[src/rtl/led_pattern_sequencer_pkg.sv]
// Shared types and constants for the LED pattern sequencer: FSM states,
// config register map and reset values of the LEN/DIV/LOOP registers.
package led_pattern_sequencer_pkg;

    typedef enum logic {
        ST_IDLE = 1'b0,
        ST_RUN  = 1'b1
    } state_e;

    localparam logic [3:0] CFG_SLOT_BASE = 4'd0;
    localparam logic [3:0] CFG_LEN       = 4'd8;
    localparam logic [3:0] CFG_DIV       = 4'd9;
    localparam logic [3:0] CFG_CTRL      = 4'd10;

    localparam logic [2:0] LEN_RST  = 3'd0;
    localparam logic       LOOP_RST = 1'b1;

    function automatic logic [4:0] div_rst(input int prescale_w);
        return 5'(prescale_w - 1);
    endfunction

    // The tick decode looks at cnt[div:0], so div must stay inside the counter.
    function automatic logic [4:0] div_clamp(input logic [4:0] v, input int prescale_w);
        if (int'(v) > prescale_w - 1) begin
            return 5'(prescale_w - 1);
        end
        return v;
    endfunction

endpackage

[src/rtl/led_prescaler.sv]
// Free-running step prescaler: counts while run is high, tick when cnt[div:0] is all ones.
// Counter reads 0 in the first run cycle and is held at 0 whenever run is low; no backpressure.
module led_prescaler #(
    parameter int PRESCALE_W = 26
) (
    input  logic       clk,
    input  logic       rst_n,
    input  logic       run,
    input  logic [4:0] div,
    output logic       tick
);

    logic [PRESCALE_W-1:0] cnt_q, cnt_d, mask;
    logic                  run_q, run_d;

    // run is the sequencer's next state, so run_q mirrors the current state and
    // the count restarts from 0 on the cycle the sequencer enters RUN.
    always_comb begin
        mask = '0;
        for (int i = 0; i < PRESCALE_W; i++) begin
            mask[i] = (i <= int'(div));
        end
        run_d = run;
        cnt_d = '0;
        if (run && run_q) begin
            cnt_d = cnt_q + 1'b1;
        end
    end

    always_ff @(posedge clk) begin
        if (!rst_n) begin
            cnt_q <= '0;
            run_q <= 1'b0;
        end else begin
            cnt_q <= cnt_d;
            run_q <= run_d;
        end
    end

    assign tick = run_q && ((cnt_q & mask) == mask);

endmodule

[src/rtl/led_pattern_sequencer.sv]
// Steps the LEDs through up to NSLOTS stored patterns, one per prescaler period, once or looping.
// led/index/busy are registered; done and step_tick are same-cycle decodes; no backpressure.
module led_pattern_sequencer
    import led_pattern_sequencer_pkg::*;
#(
    parameter int PRESCALE_W = 26,
    parameter int NSLOTS     = 8
) (
    input  logic       clk,
    input  logic       rst_n,
    input  logic       cfg_we,
    input  logic [3:0] cfg_addr,
    input  logic [7:0] cfg_wdata,
    input  logic       start,
    input  logic       stop,
    output logic [7:0] led,
    output logic       busy,
    output logic       done,
    output logic       step_tick,
    output logic [2:0] index
);

    localparam logic [4:0] DIV_RST = div_rst(PRESCALE_W);

    state_e     state_q, state_d;
    logic [2:0] idx_q, idx_d, last_idx;
    logic [7:0] led_q, led_d;
    logic [7:0] slot_q [NSLOTS];
    logic [7:0] slot_d [NSLOTS];
    logic [2:0] len_q, len_d;
    logic [4:0] div_q, div_d;
    logic       loop_q, loop_d;
    logic [3:0] slot_off;
    logic       tick, run_nxt, done_int;

    assign run_nxt = (state_d == ST_RUN);

    led_prescaler #(.PRESCALE_W(PRESCALE_W)) u_prescaler (
        .clk   (clk),
        .rst_n (rst_n),
        .run   (run_nxt),
        .div   (div_q),
        .tick  (tick)
    );

    always_comb begin
        state_d  = state_q;
        idx_d    = idx_q;
        led_d    = led_q;
        slot_d   = slot_q;
        len_d    = len_q;
        div_d    = div_q;
        loop_d   = loop_q;
        done_int = 1'b0;
        // LEN=0 wraps to a last index of 7, i.e. all eight slots.
        last_idx = len_q - 3'd1;
        slot_off = cfg_addr - CFG_SLOT_BASE;

        if (cfg_we) begin
            if (slot_off < 4'(NSLOTS)) begin
                slot_d[slot_off[2:0]] = cfg_wdata;
            end else if (state_q == ST_IDLE) begin
                case (cfg_addr)
                    CFG_LEN:  len_d  = cfg_wdata[2:0];
                    CFG_DIV:  div_d  = div_clamp(cfg_wdata[4:0], PRESCALE_W);
                    CFG_CTRL: loop_d = cfg_wdata[0];
                    default:  ;
                endcase
            end
        end

        if (stop) begin
            state_d = ST_IDLE;
            idx_d   = 3'd0;
            led_d   = 8'd0;
        end else begin
            case (state_q)
                ST_IDLE: begin
                    idx_d = 3'd0;
                    led_d = 8'd0;
                    if (start) begin
                        state_d = ST_RUN;
                        led_d   = slot_q[0];
                    end
                end
                ST_RUN: begin
                    if (tick) begin
                        if (idx_q != last_idx) begin
                            idx_d = idx_q + 3'd1;
                            led_d = slot_q[idx_q + 3'd1];
                        end else if (loop_q) begin
                            idx_d = 3'd0;
                            led_d = slot_q[0];
                        end else begin
                            done_int = 1'b1;
                            state_d  = ST_IDLE;
                            idx_d    = 3'd0;
                            led_d    = 8'd0;
                        end
                    end
                end
                default: state_d = ST_IDLE;
            endcase
        end
    end

    always_ff @(posedge clk) begin
        if (!rst_n) begin
            state_q <= ST_IDLE;
            idx_q   <= 3'd0;
            led_q   <= 8'd0;
            for (int i = 0; i < NSLOTS; i++) begin
                slot_q[i] <= 8'd0;
            end
            len_q   <= LEN_RST;
            div_q   <= DIV_RST;
            loop_q  <= LOOP_RST;
        end else begin
            state_q <= state_d;
            idx_q   <= idx_d;
            led_q   <= led_d;
            slot_q  <= slot_d;
            len_q   <= len_d;
            div_q   <= div_d;
            loop_q  <= loop_d;
        end
    end

    // Gating with rst_n keeps a reset cycle from ever showing a done or tick pulse.
    assign led       = led_q;
    assign index     = idx_q;
    assign busy      = (state_q == ST_RUN);
    assign done      = done_int & rst_n;
    assign step_tick = tick & rst_n;

endmodule

[config.mk]
export PLATFORM = sky130hd
export DESIGN_NAME = led_pattern_sequencer
export DESIGN_NICKNAME = d
export VERILOG_FILES = /design/src/rtl/led_pattern_sequencer_pkg.sv /design/src/rtl/led_prescaler.sv /design/src/rtl/led_pattern_sequencer.sv
export SDC_FILE = /design/constraint.sdc
export NUM_CORES = 1
export LEC_CHECK = 0
export CAP_MARGIN = 20
export CELL_PAD_IN_SITES_DETAIL_PLACEMENT = 1
export CELL_PAD_IN_SITES_GLOBAL_PLACEMENT = 2
export CORE_UTILIZATION = 40
export CTS_BUF_LIST = sky130_fd_sc_hd__clkbuf_4 sky130_fd_sc_hd__clkbuf_8 sky130_fd_sc_hd__clkbuf_16
export DETAILED_ROUTE_END_ITERATION = 10
export PLACE_DENSITY = 0.93
export SKIP_CTS_REPAIR_TIMING = 1
export SLEW_MARGIN = 20
export SYNTH_ARGS = -nofsm -noshare
export SYNTH_HDL_FRONTEND = slang
export SYNTH_SLANG_ARGS = --single-unit
[constraint.sdc]
create_clock -name clk -period 7.2 [get_ports clk]
set_input_delay 1.44 -clock clk [delete_from_list [all_inputs] [get_ports clk]]
set_output_delay 1.44 -clock clk [all_outputs]
set_load 0.05 [all_outputs]
Word-level counts from Yosys, hierarchy flattened
Cells that the tools add are included.
{ "totals": {"ff_bits": 111, "latchBits": 0, "mem_bits_rw": 0, "mem_bits_ro": 0, "output_inout_bits": 14, "mem_count": 0} }
{ "classes": {"addsub": 3, "n_mul": 0, "div_mod_pow": 0, "magnitude_cmp": 30, "eq_ne": 6, "shifts": 0, "mux": 32, "bitwise": 8, "n_reduce_logical": 9} }
{ "ops": {"columns": ["cell", "n"], "rows": [
  ["64-bit bitwise mux", 1],
  ["8-bit two-way mux", 7],
  ["5-bit <= comparator, first input constant", 10],
  ["4-bit by 5-bit <= comparator with 1-bit output, first input constant", 8],
  ["26-bit by 1-bit adder with 26-bit output, second input constant", 1],
  ["26-bit bitwise AND", 1],
  ["26-bit equality test", 1],
  ["8-bit binary-select mux with 3-bit select", 1],
  ["8-bit demux with 3-bit select", 1],
  ["3-bit by 5-bit <= comparator with 1-bit output, first input constant", 4],
  ["8-bit one-hot mux with 2 select lines", 1],
  ["1-bit two-way mux", 15],
  ["4-bit equality test, second input constant", 3],
  ["4-bit AND reduction", 3],
  ["2-bit by 5-bit <= comparator with 1-bit output, first input constant", 2],
  ["5-bit two-way mux", 2],
  ["4-bit greater-or-equal comparator, second input constant", 2],
  ["3-bit inverter with 4-bit output", 2],
  ["3-bit two-way mux", 2],
  ["3-bit one-hot mux with 2 select lines", 1],
  ["5-bit greater-than comparator, second input constant", 1],
  ["1-bit by 5-bit <= comparator with 1-bit output, first input constant", 1],
  ["4-bit by 1-bit less-than comparator with 1-bit output, second input constant", 1],
  ["4-bit less-than comparator, second input constant", 1],
  ["other kinds (10)", 16]
]} }

Depth between registers and ports, before layout
Gate-level depths: netlist of run 1.
{ "logic_depth": {"word_depth": 9, "depth_mapped": 9, "ltp_nobuf": 8} }

Hierarchy
From an unflattened synthesis of run 1, not the netlist that was laid out.
{ "hier_totals": {"hier_cells": 630, "hier_area_um2": 5709.2} }
{ "by_module_without_submodules": {"columns": ["module", "n_inst", "cells_each", "area_per_inst_um2", "seq_area_each_um2"], "rows": [
  ["led_pattern_sequencer", 1, 435, 4112.7, 1701.6],
  ["led_prescaler", 1, 195, 1596.5, 540.5]
]} }

Worst setup path before layout of run 1
Ideal clock, no wire load.
{ "synth_path": {"kind": "input to output", "startpoint": "in rst_n", "endpoint": "out step_tick", "t_arrival_ns": 3.194, "setup_slack_ns": 2.566, "stages": 3, "n_path_buf": 1, "path_cell_list": "clkbuf_1 > nand2_1 > nor4_1"} }
{ "synth_between": {"elab_chain_cells": 1} }
{ "synth_lines": {"columns": ["item", "line_no", "text"], "rows": [
  ["from (decl)", "led_pattern_sequencer.sv:10", "input logic rst_n,"],
  ["1-bit bitwise AND", "led_pattern_sequencer.sv:134", "assign step_tick = tick & rst_n;"],
  ["to (decl)", "led_pattern_sequencer.sv:19", "output logic step_tick,"]
]} }
Every way passes these cells.

Worst setup path after layout of run 1
{ "layout_path": {"startpoint": "in rst_n", "endpoint": "out done"} }
{ "layout_between": {"elab_chain_cells": 1} }
{ "layout_lines": {"columns": ["item", "line_no", "text"], "rows": [
  ["1-bit bitwise AND", "led_pattern_sequencer.sv:133", "assign done = done_int & rst_n;"],
  ["to (decl)", "led_pattern_sequencer.sv:18", "output logic done,"]
]} }
Every way passes these cells.

==> results of run 1 <==
critical path, stage by stage:
cell and delay, ns:
buf_2 0.08, buf_4 0.48, nor2b_1 0.22, buf_4 0.22, nand2_1 0.07, buf_4 0.25, nor2b_1 0.15, clkdlybuf4s50_1 0.81
final cells by class:
type                    instances  area [um2]
inverters                       9        35.0
clock inverters                 6        81.3
multi-input cells             424        3100
repair buffers                 38         355
flip-flops and latches        111        2220
clock buffers                  10         233
fillers                      1537        7100
well taps                     176         220
final timing paths:
kind | to | slack, ns | cells after the start
max | done | 2.01 | 8
min | led[4] | 0.46 | 2
min reg2reg | led[4] | 0.46 | 2
max reg2reg | u_prescaler.cnt_q[6] | 4.57 | 7
cells by family after synthesis:
kind of cell	synth area share
AND/OR/NAND/NOR	0.234
XOR/XNOR	0.0472
multiplexers	0.196
AO/OA/AOI/OAI	0.0725
adder cells (fa/ha/maj)	0.00862
buffers and inverters	0.0390
flip-flops	0.403
Yosys cell counts (4+ instances only):
cell / number / share of area
mux2i_1: 72 / 0.13
and3_1: 6 / 0.0068
nor3b_1: 4 / 0.0054
mux4_2: 16 / 0.065
xnor2_1: 19 / 0.030
nand4_1: 10 / 0.011
nor3_1: 33 / 0.030
nor2b_1: 64 / 0.073
clkbuf_1: 33 / 0.022
dfxtp_1: 111 / 0.40
buf_2: 5 / 0.0045
nand3_1: 27 / 0.024
a21oi_1: 6 / 0.0054
a21boi_0: 15 / 0.020
nand2_1: 58 / 0.039
inv_1: 7 / 0.0048
nand2b_1: 8 / 0.0091
o21ai_0: 15 / 0.014
nor2_1: 23 / 0.016
xor2_1: 8 / 0.013
power by group:
group	internal, mW	switching [mW]
Sequential	0.619	0.00483
Combinational	0.0283	0.0374
Clock	0.284	0.252
Total	0.931	0.294
flip-flops by register name (all words and copies together), names as in the netlist:
signal             count
len_q                  3
loop_q                 1
index                  3
u_prescaler.cnt_q     26
u_prescaler.run_q      1
div_q                  5
slot_q                64
led                    8
stage by stage:
step | worst slack [ns] | hold slack, ns | cell area [um2] | total power, mW | cells
finish | 2.01 | 0.463 | 6240 | 1.23 | 774
global route | 1.86 | 0.503 | 6240 | 1.27 | 774
CTS | 1.97 | 0.468 | 6240 | 1.24 | 774
detailed placement | 1.99 | 0.458 | 5930 | 0.704 | 758
global placement | 2.06 | 0.447 | 5920 | 0.701 | 758
floorplan | 2.57 | 0.427 | 5520 | 0.679 | 586
layer usage:
metal / vias up / wire (um) / GRT usage
li1: 2068 / - / -
met1: 2161 / 6680 / 0.276
met2: 74 / 6790 / 0.346
met3: 19 / 406 / 0.0340
met4: 0 / 225 / 0.0820
met5: - / 0 / 0
==> summary.txt, run 1 <==
Worst setup EP type = output port
fraction of layout cells with a size suffix above 1 = 0.0786
Post-DRT Antenna Nets = 0
NumNets Final = 613
post-DP HPWL = 9700 um
largest net degree at the start of global routing = 76
DR vias/cell = 5.58
launching point of the worst reg2reg path = div_q[1]
Slew Viols, Final = 0
drt drc = 0
drt first-iter violations = 212
RePlAce Congestion = 0.833
hold path start = led[4]
Pre-Repair DR Iteration Count = 5
mean post-synth cell area = 9.42 um2
CTS Root Buffer Type = clkbuf_16
DIE WIDTH = 119 um
Initial Util = 0.413
final hold viol count = 0
Cells after Synth = 586
leakage = 2.05 nW
status = complete, no violations
area of the die = 14300 um2
Slew @ Worst Pin = 1.06 ns
Max Cap Viol = 0
peak supply drop = 0.000107 V
Synth async-reset ratio = 0
Synth Net Count = 606
detailed-route via count = 4322
gr ovfl total = 0
number of synthesized flops with an enable pin = 0
relative max-transition margin = 0.291
startpoint types = primary input
initial antenna violation count = 0
Critical Path AT = 3.75 ns
commonest cells after routing, fill and taps aside = dfxtp_1 (111), mux2i_1 (72), nor2b_1 (64)
Fmax = 193 MHz
CTS tree = built
area grow syn2layout = 13.1%
maximum clock insertion buffer count = 2
CTS clk-pin slew, worst paths = 0.07 ns
row cnt = 42
setup TNS after final layout = 0 ns
Util after Layout = 0.468
Setup violations, final = 0
Synth Register Bits = 111
Core ar. = 13300 um2
pwr/cell area = 196 nW/um2
htree depth = 3
required time of the critical path = 5.76 ns
YS warnings = 0
n_diodes = 0
Clk Latency, worst-skew pair = 0.37 ns
final worst-path cycle share = 0.720
Hold Crit Class = flip-flop to flip-flop
post-synth cell types = 49
gr usage total = 0.211
num ports = 31
Crit. Startpoint = rst_n
leading cell type in the layout, fill and taps excluded = dfxtp_1
RSZ-0062 raised after global routing = no
DR WL/cell = 18.2 um
Worst Clk Skew = 0.0118 ns
DRT Wirelength = 14100 um
Die Y = 119 um
crit path max fanout = 75
clk sinks = 111
Top FF cell, synth = dfxtp_1
post-route minimum period = 5.19 ns
CTS Buf Count = 9
Post-Syn Area = 5520 um2
first-pass GRT wire length = 23300 um
vias in the first global route = 4581
Setup CP Type = primary input to output port
PortBufs = 30
sequential fraction of the synthesis area = 0.403
No activity file was read; power rests on OpenSTA's default activity.
==> run 2, diff against run 1 <==
CORE_UTILIZATION = 34   (was 40)
PLACE_DENSITY = 0.85   (was 0.93)
clock period = 4.4 ns   (was 7.2 ns; I/O delays follow)
==> summary.txt, run 2 (synthesis results as in run 1) <==
first-pass GRT wire length = 23700 um (was 23300 um)
switching fraction of total power = 0.257 (was 0.240)
Post-Route M1 WL = 6840 um (was 6680 um)
crit path max fanout = 14 (was 75)
Clk Latency, worst-skew pair = 0.36 ns (was 0.37 ns)
Slew Viols, Final = 0 (unchanged)
initial antenna violation count = 0 (unchanged)
commonest cells after routing, fill and taps aside = dfxtp_1 (111), mux2i_1 (72), nor2b_1 (64) (unchanged)
DR vias/cell = 5.16 (was 5.58)
Max Cap Viol = 0 (unchanged)
combinational share of power = 0.054 (about the same)
Setup violations, final = 0 (unchanged)
num ports = 31 (unchanged)
CTS Buf Count = 9 (unchanged)
post-DP HPWL = 10000 um (was 9700 um)
post-route minimum period = 4.04 ns
DRT Wirelength = 14000 um (was 14100 um)
area of the die = 16700 um2 (was 14300 um2)
final worst-path cycle share = 0.917
max FFs per register = 64 (unchanged)
largest net degree at the start of global routing = 74 (was 76)
Multi-input gate area = 3090 um2 (was 3100 um2)
fraction of layout cells with a size suffix above 1 = 0.0817 (was 0.0786)
startpoint types = flip-flop (was primary input)
n_diodes = 0 (unchanged)
met3 WL = 455 um (was 406 um)
DR WL/cell = 17.2 um (was 18.2 um)
Fmax = 248 MHz
row cnt = 46 (was 42)
htree depth = 3 (unchanged)
relative max-transition margin = 0.266 (was 0.291)
CTS Root Buffer Type = clkbuf_16 (unchanged)
CTS tree = built (unchanged)
Initial Util = 0.347 (was 0.413)
CTS clk-pin slew, worst paths = 0.08 ns (was 0.07 ns)
vias in the first global route = 4473 (was 4581)
maximum clock insertion buffer count = 2 (unchanged)
drt first-iter violations = 172 (was 212)
FF/Latch Area = 2220 um2 (unchanged)
Int Power = 1.47 mW (was 0.931 mW)
Post-DRT Antenna Nets = 0 (unchanged)
peak supply drop = 0.000173 V (was 0.000107 V)
RSZ-0062 raised after global routing = no (unchanged)
detailed-route via count = 4209 (was 4322)
Psw = 0.509 mW (was 0.294 mW)
RePlAce Congestion = 0.878 (was 0.833)
area grow syn2layout = 14.4% (was 13.1%)
Pre-Repair DR Iteration Count = 4 (was 5)
Core ar. = 15900 um2 (was 13300 um2)
gr usage total = 0.184 (was 0.211)
Top Layer Used = met4 (unchanged)
clk sinks = 111 (unchanged)
Met2 Routed Length = 6540 um (was 6790 um)
Worst Clk Skew = 0.0115 ns (was 0.0118 ns)
Clk network pwr share = 0.432 (was 0.437)
NumNets Final = 615 (was 613)
required time of the critical path = 3.52 ns (was 5.76 ns)
gr ovfl total = 0 (unchanged)
Util after Layout = 0.398 (was 0.468)
Reg power frac = 0.515 (was 0.509)
layout filler cell count = 1827 (was 1537)
Placed Area = 6000 um2 (was 5930 um2)
leading cell type in the layout, fill and taps excluded = dfxtp_1 (unchanged)
Die Y = 129 um (was 119 um)
Worst setup EP type = output port (unchanged)
status = complete, no violations (unchanged)
Final Cell Area = 6320 um2 (was 6240 um2)
drt drc = 0 (unchanged)
leakage = 2.06 nW (was 2.05 nW)
Setup CP Type = flip-flop to output port (was primary input to output port)
setup TNS after final layout = 0 ns (unchanged)
DIE WIDTH = 129 um (was 119 um)
Critical Path AT = 3.16 ns (was 3.75 ns)
pwr/cell area = 314 nW/um2 (was 196 nW/um2)
Slew @ Worst Pin = 1.10 ns (was 1.06 ns)
PortBufs = 30 (unchanged)
final hold viol count = 0 (unchanged)
Biggest register = slot_q (unchanged)
Hold Crit Class = flip-flop to flip-flop (unchanged)
==> run 2: changes by cell type in the layout (fill, tap and decap cells not counted), sizes merged <==
cell,previous run,this run
bufinv,1,0
clkinv,1,4
buf,9,11
clkdlybuf4s50,29,28
inv,13,12
==> run 2: layout make-up <==
cell class,instances,area share
inverters,9,0.00555
well taps,216,0.0428
multi-input cells,424,0.489
repair buffers,40,0.0602
clock inverters,7,0.0149
clock buffers,9,0.0357
flip-flops and latches,111,0.352
==> run 2: metal layers <==
| metal | up-vias | track usage |
|---|---|---|
| li1 | 2065 | - |
| met1 | 2065 | 0.250 |
| met2 | 64 | 0.295 |
| met3 | 15 | 0.0326 |
| met4 | 0 | 0.0595 |
| met5 | - | 0 |
==> run 2: power groups by stage <==
stage / clock (mW) / sequential (mW) / combinational [mW]
2_1_floorplan: 0 / 1.04 / 0.0685
3_3_place_gp: 0 / 1.04 / 0.104
3_5_place_dp: 0 / 1.04 / 0.107
4_1_cts: 0.887 / 1.02 / 0.108
5_1_grt: 0.935 / 1.02 / 0.116
6_report: 0.857 / 1.02 / 0.106
==> run 2: worst max-delay path, stage by stage (launching register included) <==
cell             delay (ns)
dfxtp_1                0.45
inv_1                  0.18
o22ai_1                0.09
a221o_1                0.36
or3_1                  0.48
nor4_1                 0.37
clkdlybuf4s50_1        0.87
==> run 2: worst paths after layout <==
kind / start / endpoint / slack (ns) / cells after the start
worst min-delay path: led[2] / led[2] / 0.47 / 2
worst max register to register: index[0] / led[3] / 1.79 / 7
worst min register to register: led[2] / led[2] / 0.47 / 2
worst max-delay path: div_q[1] / step_tick / 0.36 / 6
==> run 2: metrics by stage <==
step                      hold slack (ns)  power [mW]  setup slack [ns]  instances
after floorplan                     0.427        1.11             0.605        586
after global placement              0.448        1.15             0.769        800
after detailed placement            0.463        1.15             0.759        800
after CTS                           0.474        2.02             0.360        816
after global routing                0.490        2.07             0.134        816
final                               0.470        1.98             0.363        816
